## src/rtl/tpu_pkg.sv

```systemverilog
// Shared constants and state encodings for the systolic array sequencer.
package tpu_pkg;
    localparam int ARRAY_SIZE = 32;
    localparam int FIRST_OUT  = 33;
    localparam int LAST       = FIRST_OUT + 2*ARRAY_SIZE - 1;
    localparam int CYCLE_W    = 9;
    localparam int IDX_W      = 6;

    typedef enum logic [1:0] {IDLE, PREFETCH, RUN, DONE} state_t;

    // What the address generator should present on the SRAM port next cycle
    typedef enum logic [1:0] {AG_OFF, AG_PF, AG_RD, AG_HOLD} ag_mode_t;
endpackage

```

## src/rtl/systolic_addr_gen.sv

```systemverilog
// Operand SRAM read address generation: latched job base, per-tile offset
// (stepped by ARRAY_SIZE, no multiplier) and per-cycle registered address.
module systolic_addr_gen
    import tpu_pkg::*;
#(
    parameter int ADDR_W = 10
) (
    input  logic               clk,
    input  logic               rst,
    input  logic               i_load,
    input  logic [ADDR_W-1:0]  i_base,
    input  logic               i_adv,
    input  ag_mode_t           i_mode,
    input  logic [CYCLE_W-1:0] i_cycle,
    output logic               o_ren,
    output logic [ADDR_W-1:0]  o_raddr
);
    localparam logic [ADDR_W-1:0] STEP = ADDR_W'(ARRAY_SIZE);

    logic [ADDR_W-1:0] r_base, r_off, r_raddr;
    logic              r_ren;
    logic [ADDR_W-1:0] w_base_nxt, w_off_nxt, w_tile_addr, w_raddr_nxt;
    logic              w_ren_nxt;

    // Next base/offset and the address for the cycle being entered (wraps mod 2^ADDR_W)
    always_comb begin
        w_base_nxt  = i_load ? i_base : r_base;
        w_off_nxt   = i_load ? '0 : (i_adv ? r_off + STEP : r_off);
        w_tile_addr = w_base_nxt + w_off_nxt;
        w_ren_nxt   = 1'b0;
        w_raddr_nxt = '0;
        case (i_mode)
            AG_PF: begin
                w_ren_nxt   = 1'b1;
                w_raddr_nxt = w_tile_addr;
            end
            AG_RD: begin
                // one cycle ahead so data for cycle c lands while cycle_num=c
                w_ren_nxt   = 1'b1;
                w_raddr_nxt = w_tile_addr + ADDR_W'(i_cycle) + ADDR_W'(1);
            end
            AG_HOLD: w_raddr_nxt = r_raddr;
            default: ;
        endcase
    end

    // Registered base/offset and SRAM port; reset also clears the latched base
    always_ff @(posedge clk) begin
        if (rst) begin
            r_base  <= '0;
            r_off   <= '0;
            r_ren   <= 1'b0;
            r_raddr <= '0;
        end else begin
            r_base  <= w_base_nxt;
            r_off   <= w_off_nxt;
            r_ren   <= w_ren_nxt;
            r_raddr <= w_raddr_nxt;
        end
    end

    assign o_ren   = r_ren;
    assign o_raddr = r_raddr;
endmodule

```

## src/rtl/systolic_ctrl.sv

```systemverilog
// Tile sequencer for the 32x32 systolic array: FSM, cycle counter and
// output-diagonal decode. All outputs are registered from next-state values.
module systolic_ctrl
    import tpu_pkg::*;
#(
    parameter int ADDR_W = 10,
    parameter int TILE_W = 8
) (
    input  logic               clk,
    input  logic               rst,
    input  logic               start,
    input  logic               abort,
    input  logic [TILE_W-1:0]  cfg_num_tiles,
    input  logic [ADDR_W-1:0]  cfg_base_addr,
    output logic               busy,
    output logic               done,
    output logic               sram_ren,
    output logic [ADDR_W-1:0]  sram_raddr,
    output logic               alu_start,
    output logic [CYCLE_W-1:0] cycle_num,
    output logic [IDX_W-1:0]   matrix_index,
    output logic               out_valid,
    output logic [TILE_W-1:0]  tile_idx
);
    state_t             r_state, w_nxt_state;
    logic [TILE_W-1:0]  r_num_tiles, r_tile, w_nxt_tile;
    logic [CYCLE_W-1:0] r_cycle, w_nxt_cycle;
    logic               r_busy, r_done, r_alu, r_ov;
    logic [IDX_W-1:0]   r_midx;
    logic               w_load, w_adv, w_active, w_run, w_valid;
    ag_mode_t           w_mode;

    // State register
    always_ff @(posedge clk) begin
        if (rst) r_state <= IDLE;
        else     r_state <= w_nxt_state;
    end

    // Next state, counter/tile advance and the decoded values for the next cycle
    always_comb begin
        w_nxt_state = r_state;
        w_nxt_cycle = '0;
        w_nxt_tile  = r_tile;
        w_load      = 1'b0;
        w_adv       = 1'b0;
        case (r_state)
            IDLE: begin
                if (start) begin
                    if (cfg_num_tiles != '0) begin
                        w_nxt_state = PREFETCH;
                        w_load      = 1'b1;
                        w_nxt_tile  = '0;
                    end else begin
                        w_nxt_state = DONE;
                    end
                end
            end
            PREFETCH: w_nxt_state = RUN;
            RUN: begin
                if (r_cycle == CYCLE_W'(LAST)) begin
                    if (r_tile + TILE_W'(1) < r_num_tiles) begin
                        w_nxt_state = PREFETCH;
                        w_adv       = 1'b1;
                        w_nxt_tile  = r_tile + TILE_W'(1);
                    end else begin
                        w_nxt_state = DONE;
                    end
                end else begin
                    w_nxt_cycle = r_cycle + CYCLE_W'(1);
                end
            end
            DONE:    w_nxt_state = IDLE;
            default: w_nxt_state = IDLE;
        endcase
        // abort overrides every transition but is meaningless in IDLE
        if (abort && r_state != IDLE) begin
            w_nxt_state = IDLE;
            w_nxt_cycle = '0;
            w_adv       = 1'b0;
        end
        w_active = (w_nxt_state == PREFETCH) || (w_nxt_state == RUN);
        w_run    = (w_nxt_state == RUN);
        w_valid  = w_run && (w_nxt_cycle >= CYCLE_W'(FIRST_OUT));
        if (w_nxt_state == PREFETCH)
            w_mode = AG_PF;
        else if (w_run)
            w_mode = (w_nxt_cycle < CYCLE_W'(ARRAY_SIZE - 1)) ? AG_RD : AG_HOLD;
        else
            w_mode = AG_OFF;
    end

    // Registered outputs and latched tile count
    always_ff @(posedge clk) begin
        if (rst) begin
            r_num_tiles <= '0;
            r_tile      <= '0;
            r_cycle     <= '0;
            r_busy      <= 1'b0;
            r_done      <= 1'b0;
            r_alu       <= 1'b0;
            r_ov        <= 1'b0;
            r_midx      <= '0;
        end else begin
            if (w_load) r_num_tiles <= cfg_num_tiles;
            r_tile  <= w_active ? w_nxt_tile : '0;
            r_cycle <= w_run ? w_nxt_cycle : '0;
            r_busy  <= w_active;
            r_done  <= (w_nxt_state == DONE);
            r_alu   <= w_run;
            r_ov    <= w_valid;
            r_midx  <= w_valid ? IDX_W'(w_nxt_cycle - CYCLE_W'(FIRST_OUT)) : '0;
        end
    end

    systolic_addr_gen #(.ADDR_W(ADDR_W)) u_addr (
        .clk     (clk),
        .rst     (rst),
        .i_load  (w_load),
        .i_base  (cfg_base_addr),
        .i_adv   (w_adv),
        .i_mode  (w_mode),
        .i_cycle (w_nxt_cycle),
        .o_ren   (sram_ren),
        .o_raddr (sram_raddr)
    );

    assign busy         = r_busy;
    assign done         = r_done;
    assign alu_start    = r_alu;
    assign cycle_num    = r_cycle;
    assign matrix_index = r_midx;
    assign out_valid    = r_ov;
    assign tile_idx     = r_tile;
endmodule

```

## config.mk

```make
export PLATFORM = sky130hd
export DESIGN_NAME = systolic_ctrl
export DESIGN_NICKNAME = d
export VERILOG_FILES = /design/src/rtl/tpu_pkg.sv /design/src/rtl/systolic_addr_gen.sv /design/src/rtl/systolic_ctrl.sv
export SDC_FILE = /design/constraint.sdc
export NUM_CORES = 1
export LEC_CHECK = 0
export BUFFER_PORTS_ARGS = -buffer_cell sky130_fd_sc_hd__buf_2
export CAP_MARGIN = 20
export CORE_ASPECT_RATIO = 0.8
export CORE_MARGIN = 2
export CORE_UTILIZATION = 23
export CTS_CLUSTER_DIAMETER = 80
export DETAILED_ROUTE_END_ITERATION = 8
export PLACE_DENSITY = 0.45
export RECOVER_POWER = 50
export SETUP_SLACK_MARGIN = 0.4
export SYNTH_ARGS = -nofsm -noshare
export SYNTH_HDL_FRONTEND = slang
export SYNTH_SLANG_ARGS = --single-unit
export TNS_END_PERCENT = 50
```

## constraint.sdc

```tcl
create_clock -name clk -period 11.8 [get_ports clk]
set_input_delay 1.18 -clock clk [delete_from_list [all_inputs] [get_ports clk]]
set_output_delay 1.18 -clock clk [all_outputs]
set_load 0.005 [all_outputs]
```

### After elaboration in Yosys (flattened, before gate mapping)

Cells that the tools add are included.

| storage, ports and cells | value |
|---|---|
| bits in registers | 68 |
| output and inout bits | 38 |

| operators by class | value |
|---|---|
| add/subtract/negate cells | 7 |
| order comparisons | 3 |
| equality and inequality tests | 14 |
| muxes and demuxes | 29 |
| bitwise gates (word level) | 3 |
| reductions and logical operators | 12 |

Operators with widths:

| operator | count |
|---|---|
| $mux 8 | 4 |
| $mux 10 | 3 |
| $pmux 10 s3 | 1 |
| $mux 9 | 3 |
| $pmux 8 s2 | 1 |
| $mux 2 | 7 |
| $eq 2x2->1 const B | 6 |
| $add 10x1->10 const B | 1 |
| $add 10x10->10 | 1 |
| $add 10x6->10 const B | 1 |
| $add 10x9->10 | 1 |
| $add 9x1->9 const B | 1 |
| $eq 9x7->1 const B | 1 |
| $ge 9x6->1 const B | 1 |
| $lt 9x5->1 const B | 1 |
| $mux 1 | 9 |
| $add 8x1->8 const B | 1 |
| $lt 8x8->1 | 1 |
| $ne 2x2->1 const B | 4 |
| $pmux 2 s4 | 1 |
| $reduce_bool 8->1 | 1 |
| $reduce_or 2->1 | 4 |
| $eq 2x1->1 const B | 3 |
| $sub 6x6->6 const B | 1 |
| 6 further kinds | 10 |

### Logic depth before layout (Yosys ltp)

Gate-level depths: netlist (run 1).

| logic depth | value |
|---|---|
| depth in word-level cells | 12 |
| depth in mapped cells | 22 |
| gate-level depth less buffers | 22 |

### Modules after synthesis

A second synthesis (run 1) with hierarchy kept.

| second synthesis, totals | value |
|---|---|
| cell total of the unflattened synthesis | 484 |
| area, all modules | 4202.8 sq um |

By module, submodules not included:

| module | instances | cells an instance | area an instance (sq um) | seq. area each (sq um) |
|---|---|---|---|---|
| systolic_ctrl | 1 | 258 | 2122.0 | 740.7 |
| systolic_addr_gen | 1 | 226 | 2080.7 | 620.6 |

### Worst setup path after synthesis (run 1)

Ideal clock, no wire load.

| timing | value |
|---|---|
| kind | input to register |
| start point | input port cfg_num_tiles[0] |
| end point | register u_addr.r_raddr[9], in the netlist u_addr.o_raddr[9] |
| setup time | 86 ps |
| arrival | 4658 ps |
| slack | 7057 ps |
| stages on the path | 18 |
| path buffers | 1 |
| path through | nor4_1 nand2_1 nand2_1 clkbuf_1 nand2_1 nand2_1 ha_1 fa_1 ha_1 a21o_1 a21o_1 a21o_1 a21o_1 a21o_1 a21oi_1 o21ai_0 xnor2_1 a211oi_1 |

| between the ends | value |
|---|---|
| elaborated cells on any way between the ends | 21 |
| classes of those cells | add/sub (3); eq/ne (5); mux (12); reduce/logical (1) |

RTL lines:

| what | RTL line | source |
|---|---|---|
| from (decl) | systolic_ctrl.sv:13 | `input logic [TILE_W-1:0] cfg_num_tiles,` |
| $reduce_bool 8->1 * | systolic_ctrl.sv:49 | `if (cfg_num_tiles != '0) begin` |
| $mux 1 * | systolic_ctrl.sv:49 |  |
| $mux 1 * | systolic_ctrl.sv:48 | `if (start) begin` |
| $mux 1 * | systolic_ctrl.sv:46 | `case (r_state)` |
| $mux 10 * | systolic_addr_gen.sv:27 | `w_base_nxt = i_load ? i_base : r_base;` |
| named net u_addr.w_base_nxt[0] | systolic_addr_gen.sv:22 | `logic [ADDR_W-1:0] w_base_nxt, w_off_nxt, w_tile_addr, w_raddr_nxt;` |
| $add 10x10->10 * | systolic_addr_gen.sv:29 | `w_tile_addr = w_base_nxt + w_off_nxt;` |
| $add 10x9->10 | systolic_addr_gen.sv:40 | `w_raddr_nxt = w_tile_addr + ADDR_W'(i_cycle) + ADDR_W'(1);` |
| $add 10x1->10 | systolic_addr_gen.sv:40 |  |
| $pmux 10 s3 * | systolic_addr_gen.sv:32 | `case (i_mode)` |
| to (signal assigned) | systolic_addr_gen.sv:58 | `r_raddr <= w_raddr_nxt;` |
| to (decl) | systolic_addr_gen.sv:20 | `logic [ADDR_W-1:0] r_base, r_off, r_raddr;` |

Mark *: on every way through the listed nets, which the timed path passes. The rest lies on a longest branch.
A chain may end at the register's enable or synchronous reset.

### Worst setup path in the final report (run 1)

| timing | value |
|---|---|
| start point | input port cfg_num_tiles[4] |
| end point | register u_addr.r_raddr[8], in the netlist u_addr.o_raddr[8] |

The elaborated chain is that of the path after synthesis.

==> run_results.csv, run 1 <==
group,metric,value,unit
placement,io_buffer_count,59,
clock_tree,tritoncts,"yes",
yosys,ys.flop_type,"dfxtp_1",
min_path,hold_end,"u_addr.r_base[7]",
critical_path,r2r_start,"tile_idx[0]",
critical_path,r2r_cells,21,
critical_path,crit_family,"simple AND/OR/NAND/NOR gates",
flow_run,maxCapViolCount,0,
die,start_util,23.39,%
critical_path,cp-end-kind,"register",
placement,dpl.hpwl,7929,µm
critical_path,critPathMaxStageDelay,0.65,ns
clock_tree,numCtsBuffers,9,
critical_path,crit_required,12.00,ns
clock_tree,cts-root-buf,"clkbuf_16",
finish,fillers,1906,
sta,rsz0062_at_grt,"false",
critical_path,crit_chain,"buf_2 > nor4_1 > nand2_1 > nand2_1 > nand2_1 > nand2_1 > ha_1 > fa_1 > fa_1 > a21o_1 > a21o_1 > a21o_1 > a21oi_1 > o21ai_0 > xnor2_1 > nand2_1 > a22oi_1 > nor3_2",
die,core,0.01722,mm²
pwr,powerDensity,120.3,mW/mm²
drt,drt-wirelength-per-cell,13.32,µm
drt,via_per_inst,4.436,
die,rows,43,
sta,fin_crit_sh,43.68,%
min_path,min_from,"u_addr.r_base[7]",
global_routing,grt_remaining_overflow,0,
min_path,hp-class,"register to register",
finish,drive_gt1_share,11.27,%
finish,mostFrequentLayoutCells,"70 x nand2_1, 68 x dfxtp_1, 59 x nor2_1",
sta,slew_viol_final,0,
yosys,yosysTopAreaCellShare,33.80,%
yosys,ys_warn_count,0,
drt,vias,3438,
die,fp.dieW,152.0,µm
yosys,async_flop_share,0,%
finish,multiInputGateArea,0.002471,mm²
clock_tree,clock_sinks,68,
yosys,syn_area_per_cell,8.153,µm²
finish,final_common_cell,"nand2_1",
finish,final_area,0.004795,mm²
critical_path,crit_buf_inv,1,
finish,seq_area,0.001361,mm²
placement,place_area,0.004524,mm²
global_routing,grt_max_degree,45,
finish,final_cells,775,
clock_tree,ctsHoldBuffers,0,
drt,wl,10330,µm
critical_path,crit_path_max_fanout,26,
sta,worst_slew_pin_slew,0.9937,ns
critical_path,cpMostUsedCell,"nand2_1",
clock_tree,ctsResizeCount,0,
yosys,synth_edf_count,0,
die,die_area,0.01859,mm²
sta,tns,0,ns
finish,fin_nets,604,
yosys,yosys.area.top_type,"dfxtp_1",
sta,finalCriticalPeriod,5.154,ns
global_routing,grt_pass1_wl,16640,µm
yosys,syn_area,0.004028,mm²
critical_path,worstSetupPathType,"input pin to register",
finish,synthToLayoutAreaGrowth,19.04,%
drt,drt_iter0_drc,110,
yosys,yosysSeqAreaShare,33.80,%
finish,antenna_cells,0,
clock_tree,postCtsSetupBuffers,0,
placement,dp.cells,759,
sta,final_hold_viol_count,0,
yosys,synth_area_leaders,"dfxtp_1 34%, ha_1 11%, nand2_1 6.5%",
drt,drc,0,
clock_tree,cts.path.max_buffers,2,
global_routing,grt_usage,11.34,%
clock_tree,htreeDepth,3,
critical_path,crit_arrival,5.35,ns
pwr,irDropWorstVdd,0.05097,mV
outcome,status,"complete, no violations",
global_routing,grt_pass1_vias,3318,
sta,whs,0.4633,ns
critical_path,rr_endpoint,"u_addr.o_raddr[8]",
clock_tree,clock_latency,0.34,ns
die,die_h,122.4,µm
critical_path,start_kind,"input pin",
min_path,worstHoldPathCells,2,
yosys,ys_seq_elements,68,
critical_path,slowest_stage,"nand2_1",
pwr,leakage,2.124,nW
global_routing,antenna_found_initial,0,
yosys,netlist_instances,494,
yosys,synth_cell_types,50,
clock_tree,path_clk_slew,0.05,ns
drt,first_pass_iters,6,
sta,fin_skew,0.003109,ns
sta,relSlewSlack,33.31,%
critical_path,r2r_slack,6.67,ns
yosys,synth_nets,553,
sta,fmax,0.1940,GHz
drt,antenna_left,0,
die,ios,60,
placement,gp_congestion,0.7620,
sta,setup_viol,0,
[state kept, by name, summed over array words and instances, names as in the netlist]
signal / cells
u_addr.o_raddr: 10
u_addr.r_base: 10
u_addr.r_off: 10
cycle_num: 9
r_num_tiles: 8
tile_idx: 8
matrix_index: 6
r_state: 2
alu_start: 1
busy: 1
done: 1
out_valid: 1
u_addr.o_ren: 1
[cell usage after synthesis (4+ instances only)]
cell type  instances
a211oi_1           9
nand2_1           70
dfxtp_1           68
xor2_1            15
nand3b_1           5
a21o_1            12
buf_2              4
nor3_1            14
nand3_1            9
a22oi_1            9
inv_1             27
xnor2_1           22
and2_1             7
nor3b_1            4
ha_1              35
nand2b_1           6
clkbuf_1          15
nor2b_1            8
o21ai_1            4
nor2_1            59
o21ai_0           10
a21oi_1           38
[worst max path at each step]
stage	depth (start not counted)	start	end
final	18	cfg_num_tiles[4]	u_addr.o_raddr[8]
after CTS	18	cfg_num_tiles[4]	u_addr.o_raddr[7]
after global routing	21	tile_idx[0]	u_addr.o_raddr[8]
after floorplan	18	cfg_num_tiles[0]	u_addr.o_raddr[9]
after detailed placement	18	cfg_num_tiles[4]	u_addr.o_raddr[7]
after global placement	18	cfg_num_tiles[0]	u_addr.o_raddr[9]
[cells by family (layout without fill, tap and decap cells)]
group	after synthesis	in the layout	share of synthesized area (%)
mux	2	2	0.4971
fa+ha+maj	37	37	11.87
buf+inv	47	103	4.691
flops	68	68	33.80
xor+xnor	39	39	9.040
compound gates	99	99	16.00
simple gates	202	202	24.11
[metal layers]
metal | global-route usage, % | up-vias | part of all wire (%)
met5 | 0 | - | 0
met4 | 4.206 | 0 | 1.5
met3 | 3.531 | 14 | 4.8
met2 | 17.00 | 64 | 42
met1 | 15.34 | 1565 | 51
li1 | - | 1795 | -
[metrics by stage]
step                power [mW]  util [%]  setup slack (ns)
global route            0.6059     27.85             6.278
floorplan               0.2877         -             7.057
CTS                     0.5897     28.05             6.609
finish                  0.5769     27.85             6.646
global placement        0.3063     26.28             6.405
detailed placement      0.3069     26.28             6.272
[area by class of cell]
| class | count | area share, % |
|---|---|---|
| tap | 225 | 5.872 |
| sequential | 68 | 28.39 |
| clock inverter | 4 | 0.9916 |
| clock buffer | 12 | 5.350 |
| timing repair buffer | 60 | 5.741 |
| multi-input combinational | 379 | 51.54 |
| inverter | 27 | 2.114 |
[power by group]
group | total [mW] | internal (mW) | switching, mW | leakage [nW]
sequential | 0.240 | 0.236 | 0.00346 | 0.552
clock | 0.276 | 0.174 | 0.102 | 0.149
combinational | 0.0609 | 0.0229 | 0.0380 | 1.42
[worst register-to-register path, cell delays in order (launching register included)]
cell and delay (ns):
dfxtp_1 0.43, ha_1 0.22, nand3_1 0.12, nor2_1 0.16, xor2_1 0.23, ha_1 0.28, o21a_1 0.19, a211o_1 0.32
a211oi_4 0.29, mux2i_1 0.29, nor2_1 0.07, ha_1 0.23, a2111oi_0 0.63, a211oi_1 0.13, xnor2_1 0.24, ha_1 0.32
a21oi_1 0.21, o21ai_0 0.13, xnor2_1 0.15, nand2_1 0.07, a22oi_1 0.20, nor3_2 0.07
No activity file was read; power rests on OpenSTA's default activity.
==> run 2: changes to the inputs <==
==> constraint.sdc (replaced) <==
create_clock -name clk -period 4.9 [get_ports clk]
set_input_delay 0.49 -clock clk [delete_from_list [all_inputs] [get_ports clk]]
set_output_delay 0.49 -clock clk [all_outputs]
set_load 0.005 [all_outputs]
==> run_results.csv, run 2 (synthesis results as in run 1) <==
group,metric,value,unit
die,die_h,122.4,µm
min_path,hp-class,"input pin to register",
clock_tree,ctsHoldBuffers,0,
pwr,leakage,2.214,nW
drt,drt_iter0_drc,145,
outcome,status,"complete, no violations",
global_routing,met2_usage,17.34,%
drt,drt-wirelength-per-cell,13.33,µm
clock_tree,numCtsBuffers,9,
die,core,0.01722,mm²
sta,fmax,0.2235,GHz
critical_path,r2r_start,"tile_idx[0]",
global_routing,antenna_found_initial,0,
sta,final_hold_viol_count,0,
critical_path,rr_endpoint,"u_addr.o_raddr[8]",
placement,io_buffer_count,59,
finish,final_common_cell,"nand2_1",
min_path,worstHoldPathCells,3,
global_routing,grt_use_met3,3.531,%
sta,fin_crit_sh,91.33,%
flow_run,maxCapViolCount,0,
drt,drc,0,
clock_tree,clock_sinks,68,
critical_path,crit_arrival,4.68,ns
placement,dpl.hpwl,7958,µm
critical_path,slowest_stage,"dfxtp_1",
clock_tree,cts.path.max_buffers,2,
pwr,p_sw_share,26.64,%
finish,mostFrequentLayoutCells,"70 x nand2_1, 68 x dfxtp_1, 57 x nor2_1",
sta,tns,0,ns
global_routing,grt_remaining_overflow,0,
global_routing,grt_usage,11.47,%
sta,slew_viol_final,0,
pwr,pwr-share-clk,45.1,%
pwr,irDropWorstVdd,0.1374,mV
pwr,power,1.349,mW
drt,vias,3487,
die,die_area,0.01859,mm²
global_routing,top_usage_layer,"met2",
finish,synthToLayoutAreaGrowth,25.44,%
pwr,pwr-share-comb,12.2,%
clock_tree,cts-root-buf,"clkbuf_16",
critical_path,worstSetupPathType,"register to register",
pwr,sequentialPowerShare,42.8,%
sta,finalCriticalPeriod,4.475,ns
global_routing,grt_pass1_wl,16980,µm
global_routing,grtUsageMet1,15.30,%
finish,drive_gt1_share,18.20,%
sta,rsz0062_at_grt,"true",
die,fp.dieW,152.0,µm
clock_tree,clock_latency,0.35,ns
placement,gp_congestion,0.8144,
drt,antenna_left,0,
critical_path,crit_path_max_fanout,5,
critical_path,crit_required,5.10,ns
die,rows,43,
die,start_util,23.39,%
finish,seq_area,0.001361,mm²
critical_path,critPathMaxStageDelay,0.48,ns
critical_path,crit_chain,"ha_4 > nand3_4 > nor2_4 > xor2_2 > ha_1 > o21a_1 > a211o_1 > a211oi_4 > mux2i_2 > nor2_1 > ha_2 > a2111oi_4 > a211oi_2 > xnor2_1 > ha_1 > a21oi_1 > o21ai_1 > xnor2_1 > nand2_1 > a22oi_2 > nor3_2",
sta,setup_viol,0,
critical_path,start_kind,"register",
global_routing,grt_pass1_vias,3391,
critical_path,cp-end-kind,"register",
clock_tree,path_clk_slew,0.06,ns
sta,relSlewSlack,32.98,%
sta,worst_slew_pin_slew,0.9987,ns
finish,fin_nets,620,
finish,antenna_cells,0,
die,ios,60,
pwr,powerDensity,267.0,mW/mm²
critical_path,crit_buf_inv,0,
drt,via_per_inst,4.408,
critical_path,crit_family,"compound AO/OA/AOI/OAI gates",
pwr,p_sw,0.3593,mW
finish,fillers,1888,
critical_path,r2r_slack,0.42,ns
finish,multiInputGateArea,0.002616,mm²
min_path,min_from,"cfg_num_tiles[3]",
drt,first_pass_iters,4,
global_routing,grt_max_degree,45,
pwr,p_int,0.9896,mW
clock_tree,tritoncts,"yes",
min_path,hold_end,"r_num_tiles[3]",
sta,fin_skew,0.007432,ns
clock_tree,htreeDepth,3,
drt,wl,10550,µm
critical_path,r2r_cells,21,
==> run 2: metal layers <==
layer / vias to the layer above / part of all wire (%)
li1: 1814 / -
met5: - / 0
met4: 0 / 1.6
met1: 1603 / 51
met2: 57 / 43
met3: 13 / 4.5
==> run 2: what timing repair did <==
action,CTS,global route
resized for setup,13,26
pin swaps,9,20
endpoints found under the setup margin,3,4
setup buffers,7,6
==> run 2: power groups by stage <==
stage / Combinational (mW) / Clock (mW) / Sequential, mW
2_1_floorplan: 0.105 / 0 / 0.588
3_3_place_gp: 0.153 / 0 / 0.589
3_5_place_dp: 0.154 / 0 / 0.589
4_1_cts: 0.165 / 0.632 / 0.576
5_1_grt: 0.185 / 0.651 / 0.578
6_report: 0.164 / 0.608 / 0.577
==> run 2: worst register-to-register path, delay by kind of cell, from the launching register on <==
kind	cells	cell delay (ns)
fa+ha+maj	4	0.97
compound gates	8	1.62
mux	1	0.29
simple gates	5	0.41
xor+xnor	3	0.54
flops	1	0.48
==> run 2: area by class of cell <==
type                    instances  share of cell area [%]
multi-input cells             379                   51.78
flip-flops and latches         68                   26.94
repair buffers                 76                   8.197
well taps                     225                   5.572
clock buffers                  10                   4.730
inverters                      27                   2.006
clock inverters                 6                  0.7677
==> run 2: worst max-delay path by stage <==
stage	start	end	slack, ns	cells after the start
finish	tile_idx[0]	u_addr.o_raddr[8]	0.42	21
global route	tile_idx[0]	u_addr.o_raddr[8]	0.18	21
CTS	tile_idx[0]	u_addr.o_raddr[9]	0.41	19
detailed placement	tile_idx[0]	u_addr.o_raddr[8]	0.10	21
global placement	tile_idx[0]	u_addr.o_raddr[8]	0.31	21
floorplan	tile_idx[0]	u_addr.o_raddr[8]	0.63	21
==> run 2: per-stage QoR <==
stage	setup WS (ns)	hold slack [ns]	util, %	instances	area [µm²]
floorplan	0.6310	0.4320	-	494	4028
global placement	0.3093	0.4509	26.48	762	4559
detailed placement	0.1034	0.4524	26.48	762	4559
CTS	0.4098	0.3824	28.74	785	4947
global route	0.1757	0.3954	29.35	791	5052
finish	0.4248	0.3938	29.35	791	5052
